--- config.mk ---
export PLATFORM = sky130hd
export DESIGN_NAME = powerup_scheduler
export DESIGN_NICKNAME = d
export VERILOG_FILES = /design/src/rtl/powerup_pkg.sv /design/src/rtl/lfsr16.sv /design/src/rtl/powerup_scheduler.sv
export SDC_FILE = /design/constraint.sdc
export NUM_CORES = 1
export LEC_CHECK = 0
export CORE_MARGIN = 4
export CORE_UTILIZATION = 51
export DETAILED_ROUTE_END_ITERATION = 10
export PLACE_DENSITY = 0.74
export SLEW_MARGIN = 40
export SYNTH_ARGS = -nofsm -noshare
export SYNTH_HDL_FRONTEND = slang
export SYNTH_HIERARCHICAL = 1
export SYNTH_SLANG_ARGS = --single-unit
--- constraint.sdc ---
create_clock -name frame_clk -period 2.4 [get_ports frame_clk]
set_clock_uncertainty 0.05 [all_clocks]
set_input_delay 0.24 -clock frame_clk [delete_from_list [all_inputs] [get_ports frame_clk]]
set_output_delay 0.24 -clock frame_clk [all_outputs]
set_load 0.1 [all_outputs]
--- src/rtl/powerup_pkg.sv ---
// Shared types and helpers for the power-up spawn scheduler.
package powerup_pkg;

    typedef enum logic [1:0] {S_IDLE, S_COOLDOWN, S_SPAWN, S_FALL} sched_state_t;
    typedef enum logic [1:0] {PU_RAPID, PU_SPREAD, PU_SHIELD, PU_SPEED} powerup_kind_t;

    typedef struct packed {
        logic [9:0]    startpos;
        powerup_kind_t kind;
    } spawn_req_t;

    localparam logic [15:0] LFSR_TAPS   = 16'hB400;
    // Frames after the spawn edge with no sighting before the request is written off.
    localparam int          LOST_FRAMES = 4;

    // Folds a 10-bit random draw into [min_x, min_x+x_range-1] with one conditional subtract.
    function automatic logic [9:0] spawn_x(input logic [9:0] r_raw,
                                           input logic [9:0] min_x,
                                           input logic [9:0] x_range);
        logic [9:0] r;
        r = r_raw;
        if (r >= x_range)
            r = r - x_range;
        return min_x + r;
    endfunction

endpackage

--- src/rtl/lfsr16.sv ---
// 16-bit Galois LFSR advancing every frame; the seed must be nonzero.
module lfsr16
    import powerup_pkg::*;
#(
    parameter logic [15:0] SEED = 16'hACE1
) (
    input  logic        clk,
    input  logic        Reset_n,
    output logic [15:0] value
);

    always_ff @(posedge clk) begin
        if (!Reset_n)
            value <= SEED;
        else
            value <= {1'b0, value[15:1]} ^ (value[0] ? LFSR_TAPS : 16'h0000);
    end

endmodule

--- src/rtl/powerup_scheduler.sv ---
// Decides when, where and which power-up drops, tracks its fall, and runs the effect timer.
module powerup_scheduler
    import powerup_pkg::*;
#(
    parameter int unsigned  COOLDOWN_FRAMES = 120,
    parameter logic [15:0]  JITTER_MASK     = 16'h3F,
    parameter int unsigned  EFFECT_FRAMES   = 600,
    parameter logic [9:0]   MIN_X           = 10'd16,
    parameter logic [9:0]   X_RANGE         = 10'd600,
    parameter logic [15:0]  LFSR_SEED       = 16'hACE1
) (
    input  logic       frame_clk,
    input  logic       Reset_n,
    input  logic       enable,
    input  logic       powerup_exists,
    input  logic       got_powerup,
    output logic       generate_powerup,
    output logic [9:0] powerup_startpos,
    output logic [1:0] pending_type,
    output logic       power_active,
    output logic [1:0] power_type,
    output logic [9:0] effect_frames_left
);

    sched_state_t state, state_nxt;
    logic [15:0]  lfsr;
    logic [15:0]  cooldown, cooldown_nxt, cooldown_load;
    logic         seen_exists, seen_nxt;
    logic [1:0]   fall_frames, fall_nxt;
    logic         fall_done;
    spawn_req_t   spawn_req;

    lfsr16 #(.SEED(LFSR_SEED)) u_lfsr (
        .clk     (frame_clk),
        .Reset_n (Reset_n),
        .value   (lfsr)
    );

    assign cooldown_load = 16'(COOLDOWN_FRAMES) + (lfsr & JITTER_MASK);

    assign spawn_req.startpos = spawn_x(lfsr[9:0], MIN_X, X_RANGE);
    assign spawn_req.kind     = powerup_kind_t'(lfsr[11:10]);

    // Catch, object gone after being seen, or never showed up in time.
    assign fall_done = got_powerup
                    || (seen_exists && !powerup_exists)
                    || (!seen_exists && !powerup_exists && fall_frames == 2'(LOST_FRAMES - 1));

    always_comb begin
        state_nxt    = state;
        cooldown_nxt = cooldown;
        seen_nxt     = seen_exists;
        fall_nxt     = fall_frames;
        if (!enable) begin
            state_nxt = S_IDLE;
        end else begin
            unique case (state)
                S_IDLE: begin
                    cooldown_nxt = cooldown_load;
                    state_nxt    = S_COOLDOWN;
                end
                S_COOLDOWN: begin
                    if (cooldown != 16'd0)
                        cooldown_nxt = cooldown - 16'd1;
                    else if (!powerup_exists)
                        state_nxt = S_SPAWN;
                end
                S_SPAWN: begin
                    seen_nxt  = 1'b0;
                    fall_nxt  = 2'd1;
                    state_nxt = S_FALL;
                end
                S_FALL: begin
                    if (fall_done) begin
                        cooldown_nxt = cooldown_load;
                        state_nxt    = S_COOLDOWN;
                    end else begin
                        if (powerup_exists)
                            seen_nxt = 1'b1;
                        if (fall_frames != 2'd3)
                            fall_nxt = fall_frames + 2'd1;
                    end
                end
                default: state_nxt = S_IDLE;
            endcase
        end
    end

    always_ff @(posedge frame_clk) begin
        if (!Reset_n) begin
            state            <= S_IDLE;
            cooldown         <= 16'd0;
            seen_exists      <= 1'b0;
            fall_frames      <= 2'd0;
            generate_powerup <= 1'b0;
            powerup_startpos <= MIN_X;
            pending_type     <= 2'd0;
        end else begin
            state            <= state_nxt;
            cooldown         <= cooldown_nxt;
            seen_exists      <= seen_nxt;
            fall_frames      <= fall_nxt;
            generate_powerup <= (state_nxt == S_SPAWN);
            if (state_nxt == S_SPAWN) begin
                powerup_startpos <= spawn_req.startpos;
                pending_type     <= spawn_req.kind;
            end
        end
    end

    // Effect timer ignores enable and the spawn FSM; a catch always (re)starts it.
    always_ff @(posedge frame_clk) begin
        if (!Reset_n) begin
            power_active       <= 1'b0;
            power_type         <= 2'd0;
            effect_frames_left <= 10'd0;
        end else if (got_powerup) begin
            power_active       <= 1'b1;
            power_type         <= pending_type;
            effect_frames_left <= 10'(EFFECT_FRAMES);
        end else if (power_active) begin
            if (effect_frames_left <= 10'd1) begin
                effect_frames_left <= 10'd0;
                power_active       <= 1'b0;
            end else begin
                effect_frames_left <= effect_frames_left - 10'd1;
            end
        end
    end

endmodule

# After elaboration in Yosys (flattened, before gate mapping)

Cells that the tools add are included.

Bits in registers: 63
Word-level logic and storage cells: 71

Add/sub/neg operators: 6
Order comparisons: 2
Equal/unequal tests: 11
Mux-type cells: 22
Bitwise gates (word level): 2
Reduce and logical (&&, ||, !) cells: 16

Operators with widths:

| kind                   | number |
|---|---|
| $mux 16                | 3 |
| $pmux 16 s3            | 1 |
| $mux 10                | 4 |
| $reduce_bool 16->1     | 1 |
| $sub 16x1->16 const B  | 1 |
| $xor 15x16->16         | 1 |
| $mux 2                 | 6 |
| $ne 2x2->1 const B     | 6 |
| $reduce_and 4->1       | 3 |
| $add 5x10->10 const A  | 1 |
| $ge 10x10->1 const B   | 1 |
| $le 10x1->1 const B    | 1 |
| $sub 10x1->10 const B  | 1 |
| $sub 10x10->10 const B | 1 |
| $add 7x6->8 const A    | 1 |
| $eq 2x2->1 const B     | 4 |
| $pmux 2 s4             | 1 |
| $mux 1                 | 5 |
| $pmux 2 s2             | 1 |
| $reduce_bool 2->1      | 2 |
| $logic_and 1x1->1      | 3 |
| $reduce_bool 3->1      | 1 |
| $add 2x1->2 const B    | 1 |
| $eq 2x1->1 const B     | 1 |
| 6 further kinds        | 8 |

# Longest topological paths before layout

Depth in word-level cells: 8
Mapped depth: 10
Gate-level depth less buffers: 9

# Cells and area by module

The synthesis kept the hierarchy.

By module, submodules not included:

| module            | times used | cells each | area each (um2) |
|---|---|---|---|
| powerup_scheduler | 1          | 325        | 2677.6 |
| lfsr16            | 1          | 36         | 452.9 |

# Worst setup path before layout

Ideal clock, no wire load.

Path kind: reg-to-reg
Start point: register u_lfsr.value[5]
End point: register powerup_startpos[6]
Arrival time: 2.386 ns
Setup slack: -0.107 ns
Cell stages (with the launch flop): 10
Buffers on the path: 1
Period minus slack after synthesis: 2.507 ns
Path through: dfxtp_1 -> clkbuf_1 -> a21oi_1 -> nor2_1 -> o21ai_0 -> mux2_2 -> ha_1 -> o21ai_0 -> or4b_2 -> a21oi_1

Longest elaborated chain between the ends: 3

Ends and longest elaborated chain:

| what                                           | RTL line                             | RTL |
|---|---|---|
| from (decl)                                    | lfsr16.sv:9                          | `output logic [15:0] value` |
| from (signal assigned)                         | lfsr16.sv:16                         | `value <= {1'b0, value[15:1]} ^ (value[0] ? LFSR_TAPS : 16'h0000);` |
| $sub 10x10->10 or $ge 10x10->1 (tied branches) | powerup_pkg.sv:23, powerup_pkg.sv:22 |  |
| $mux 10 (*)                                    | powerup_pkg.sv:22                    | `if (r >= x_range)` |
| $add 5x10->10 (*)                              | powerup_pkg.sv:24                    | `return min_x + r;` |
| to (signal assigned)                           | powerup_scheduler.sv:105             | `powerup_startpos <= spawn_req.startpos;` |
| to (decl)                                      | powerup_scheduler.sv:18              | `output logic [9:0] powerup_startpos,` |

Every way passes the cells marked *; elsewhere a longest branch is shown, timed or not.
A chain may end at the register's enable or synchronous reset.

# Final worst setup path

Start point: register cooldown[0]
End point: register cooldown[14]

Longest elaborated chain between the ends: 3

Ends and longest elaborated chain:

| what                                                | RTL line                                         | RTL |
|---|---|---|
| from (decl)                                         | powerup_scheduler.sv:27                          | `logic [15:0] cooldown, cooldown_nxt, cooldown_load;` |
| from (signal assigned)                              | powerup_scheduler.sv:100                         | `cooldown <= cooldown_nxt;` |
| $sub 16x1->16 or $reduce_bool 16->1 (tied branches) | powerup_scheduler.sv:64, powerup_scheduler.sv:63 |  |
| $mux 16 or $ne 2x2->1 (tied branches)               | n/a                                              |  |
| $pmux 16 s3 or $reduce_and 4->1 (tied branches)     | n/a                                              |  |

Parallel ways exist; a longest one is shown, timed or not. The select of a mux whose other input is x is not followed.

==> metrics.txt <==
run status complete, but fails checks; violated checks setup timing; hold buffers post-CTS 0; post-synth net total 379; fin nets 441; maxcap violations 0; # setup viols final 1; Initial Utilization 0.526; core footprint 5960 um2; initial antenna violation count 0; Detail Route Antenna Nets 0; Tcrit/Tclk final 1.00; FP Rows 28; first-pass GRT wire length 12700 um; Root Buffer Master clkbuf_8; ys async rst share 0; vias per inst 5.70; final non-filler cell total 503; clk buf depth 2; minimum clock period 2.40 ns; Num CTS Buffers 9; # fillers 495; area of the die 7460 um2; final hold slack 0.369 ns; dpl cells 483; fmax 0.416 GHz; num ports 31; HP Class reg2reg; post-synthesis cell area 3130 um2; Synth warnings 6; register share of total power 0.410; Pleak 1.57 nW; hold depth 1; die extent in y 86.3 um; top post-synthesis cells by area dfxtp_1 (40%), ha_1 (5.2%), a21oi_1 (4.6%); most common cell in the synthesized netlist dfxtp_1; Critical Path End Type register; P&R area growth vs syn 26.1%; Worst Path Arrival 2.62 ns; Clock transition at path regs 0.07 ns; Port Buf Inserts 30; antenna cells 0; vias in the first global route 2759; Startpoint Class register; GPL Wtd Cong 0.891; Most used DFF post-synth dfxtp_1; Sink Count 63; register area share after synthesis 0.403; Slew Limit Fails 0; worst slew pin tran 0.609 ns; Vias 2867; WL/cell 14.8 um; Yosys reg bits 63; Iter 0 DRT Violations 151; pwr dens 715 nW/um2; Post-synth top cells dfxtp_1 (63), nor2_1 (31), a21oi_1 (29), o21ai_0 (24), nand2_1 (18); Sum Neg Setup Slack -0.00349 ns; DRC 0; Cell Int Power 0.00195 W; VDD IR-drop max 0.540 mV; DP HPWL 5190 um; Synth Area per Inst 8.67 um2; Switching Fraction 0.309; Post-Synthesis Cells 361; grt ovf 0; pin count of the biggest net entering global routing 27; final WL 7450 um; chip width 86.3 um; Synth cell types 57; EDFF count, synth 0; reg2reg path depth 7; leading area contributor after synthesis dfxtp_1; Clk Latency, worst-skew pair 0.34 ns; Relative slew margins 0.588; RSZ-0062 raised after global routing yes; DR pass1 iterations 5; endpoints failing hold 0; layout cells sized above 1 0.241; GRT Total Usage 0.210; critical path class reg2reg; worst-path fanout max 4; total power 0.00282 W; Synth top area share 0.403; Clock Power Share 0.361; H-tree levels 3; setup ws final -0.00349 ns; Combinational Power Share 0.229; CTS tree built; critical path required time 2.62 ns; switching power 0.000873 W
per-stage QoR:
stage	setup WS, ns	utilization	instance area, um2
finish	-0.00349	0.663	3950
global route	-0.0889	0.663	3950
CTS	0.00591	0.648	3860
detailed placement	-0.0357	0.611	3640
global placement	0.0540	0.611	3640
floorplan	0.00396	-	3130
layer usage:
metal  vias up  track usage  wire (um)
met2        73        0.335       3520
met1      1347        0.273       3450
met3         9       0.0371        396
li1       1438            -          -
met4         0       0.0992         87
met5         -            0          0
worst paths after layout:
check | slack, ns | end | start
max | -0.003 | cooldown[14] | cooldown[0]
min | 0.37 | u_lfsr/value[11] | u_lfsr/value[12]
max reg2reg | -0.003 | cooldown[14] | cooldown[0]
min reg2reg | 0.37 | u_lfsr/value[11] | u_lfsr/value[12]
layout make-up:
class                   instances  area, um2  share of cell area
multi-input cells             268       1800               0.456
well taps                      75       93.8              0.0238
flip-flops and latches         63       1260               0.321
clock buffers                   9        124              0.0314
repair buffers                 66        509               0.129
inverters                      15       58.8              0.0149
clock inverters                 7       97.6              0.0247
registers in the layout, summed over array words and instances, names as in the netlist:
register / flops
cooldown: 16
u_lfsr/value: 16
effect_frames_left: 10
powerup_startpos: 10
fall_frames: 2
pending_type: 2
power_type: 2
state: 2
generate_powerup: 1
power_active: 1
seen_exists: 1
power by group through the flow:
stage | logic [W] | registers [W] | clock network, W
after floorplan | 0.000337 | 0.00126 | 0
after global placement | 0.000596 | 0.00118 | 0
after detailed placement | 0.000604 | 0.00118 | 0
after CTS | 0.000609 | 0.00115 | 0.00104
after global routing | 0.000703 | 0.00117 | 0.00109
final | 0.000645 | 0.00116 | 0.00102
worst max-delay path, cell delays in order, from the launching register on:
cell and delay [ns]:
dfxtp_2 0.34, inv_4 0.07, ha_4 0.13, or3b_4 0.37
or3_4 0.34, a2111o_1 0.41, or4_1 0.49, a21oi_1 0.14
what timing repair did:
item | in CTS | in global routing
resized for setup | 0 | 18
hold endpoints to repair | 0 | 0
setup buffers | 0 | 4
pin swaps | 1 | 5
endpoints found under the setup margin | 1 | 7
cells by family (layout without fill, tap and decap cells):
group	count (synthesis)	count (layout)	synth area share
buf+inv	30	97	0.0388
fa+ha+maj	13	13	0.0520
flops	63	63	0.403
xor+xnor	18	18	0.0504
compound gates	101	101	0.207
simple gates	131	131	0.232
mux	5	5	0.0164
placed cells by master (no fill, tap or decap), types with 3 or more instances in the layout:
cell and count:
xnor2_1 11, mux2i_1 4, buf_4 61, and4_1 3, or4_1 3, clkbuf_8 9, o21a_1 7, xor2_1 7
nor2_1 31, a22oi_1 3, and2_1 10, o21ai_0 22, clkdlybuf4s50_1 4, or2_2 3, inv_1 12, nand3b_1 4
a211oi_1 4, or3_1 6, nor4_1 6, nor2b_1 6, dfxtp_1 60, nor4b_1 3, dfxtp_2 3, nor3b_1 3
nand3_1 9, nand2_1 18, nor3_1 8, o211ai_1 4, ha_1 12, a21oi_1 27, nand2b_1 7, o31ai_1 5
No activity file was read; power rests on OpenSTA's default activity.
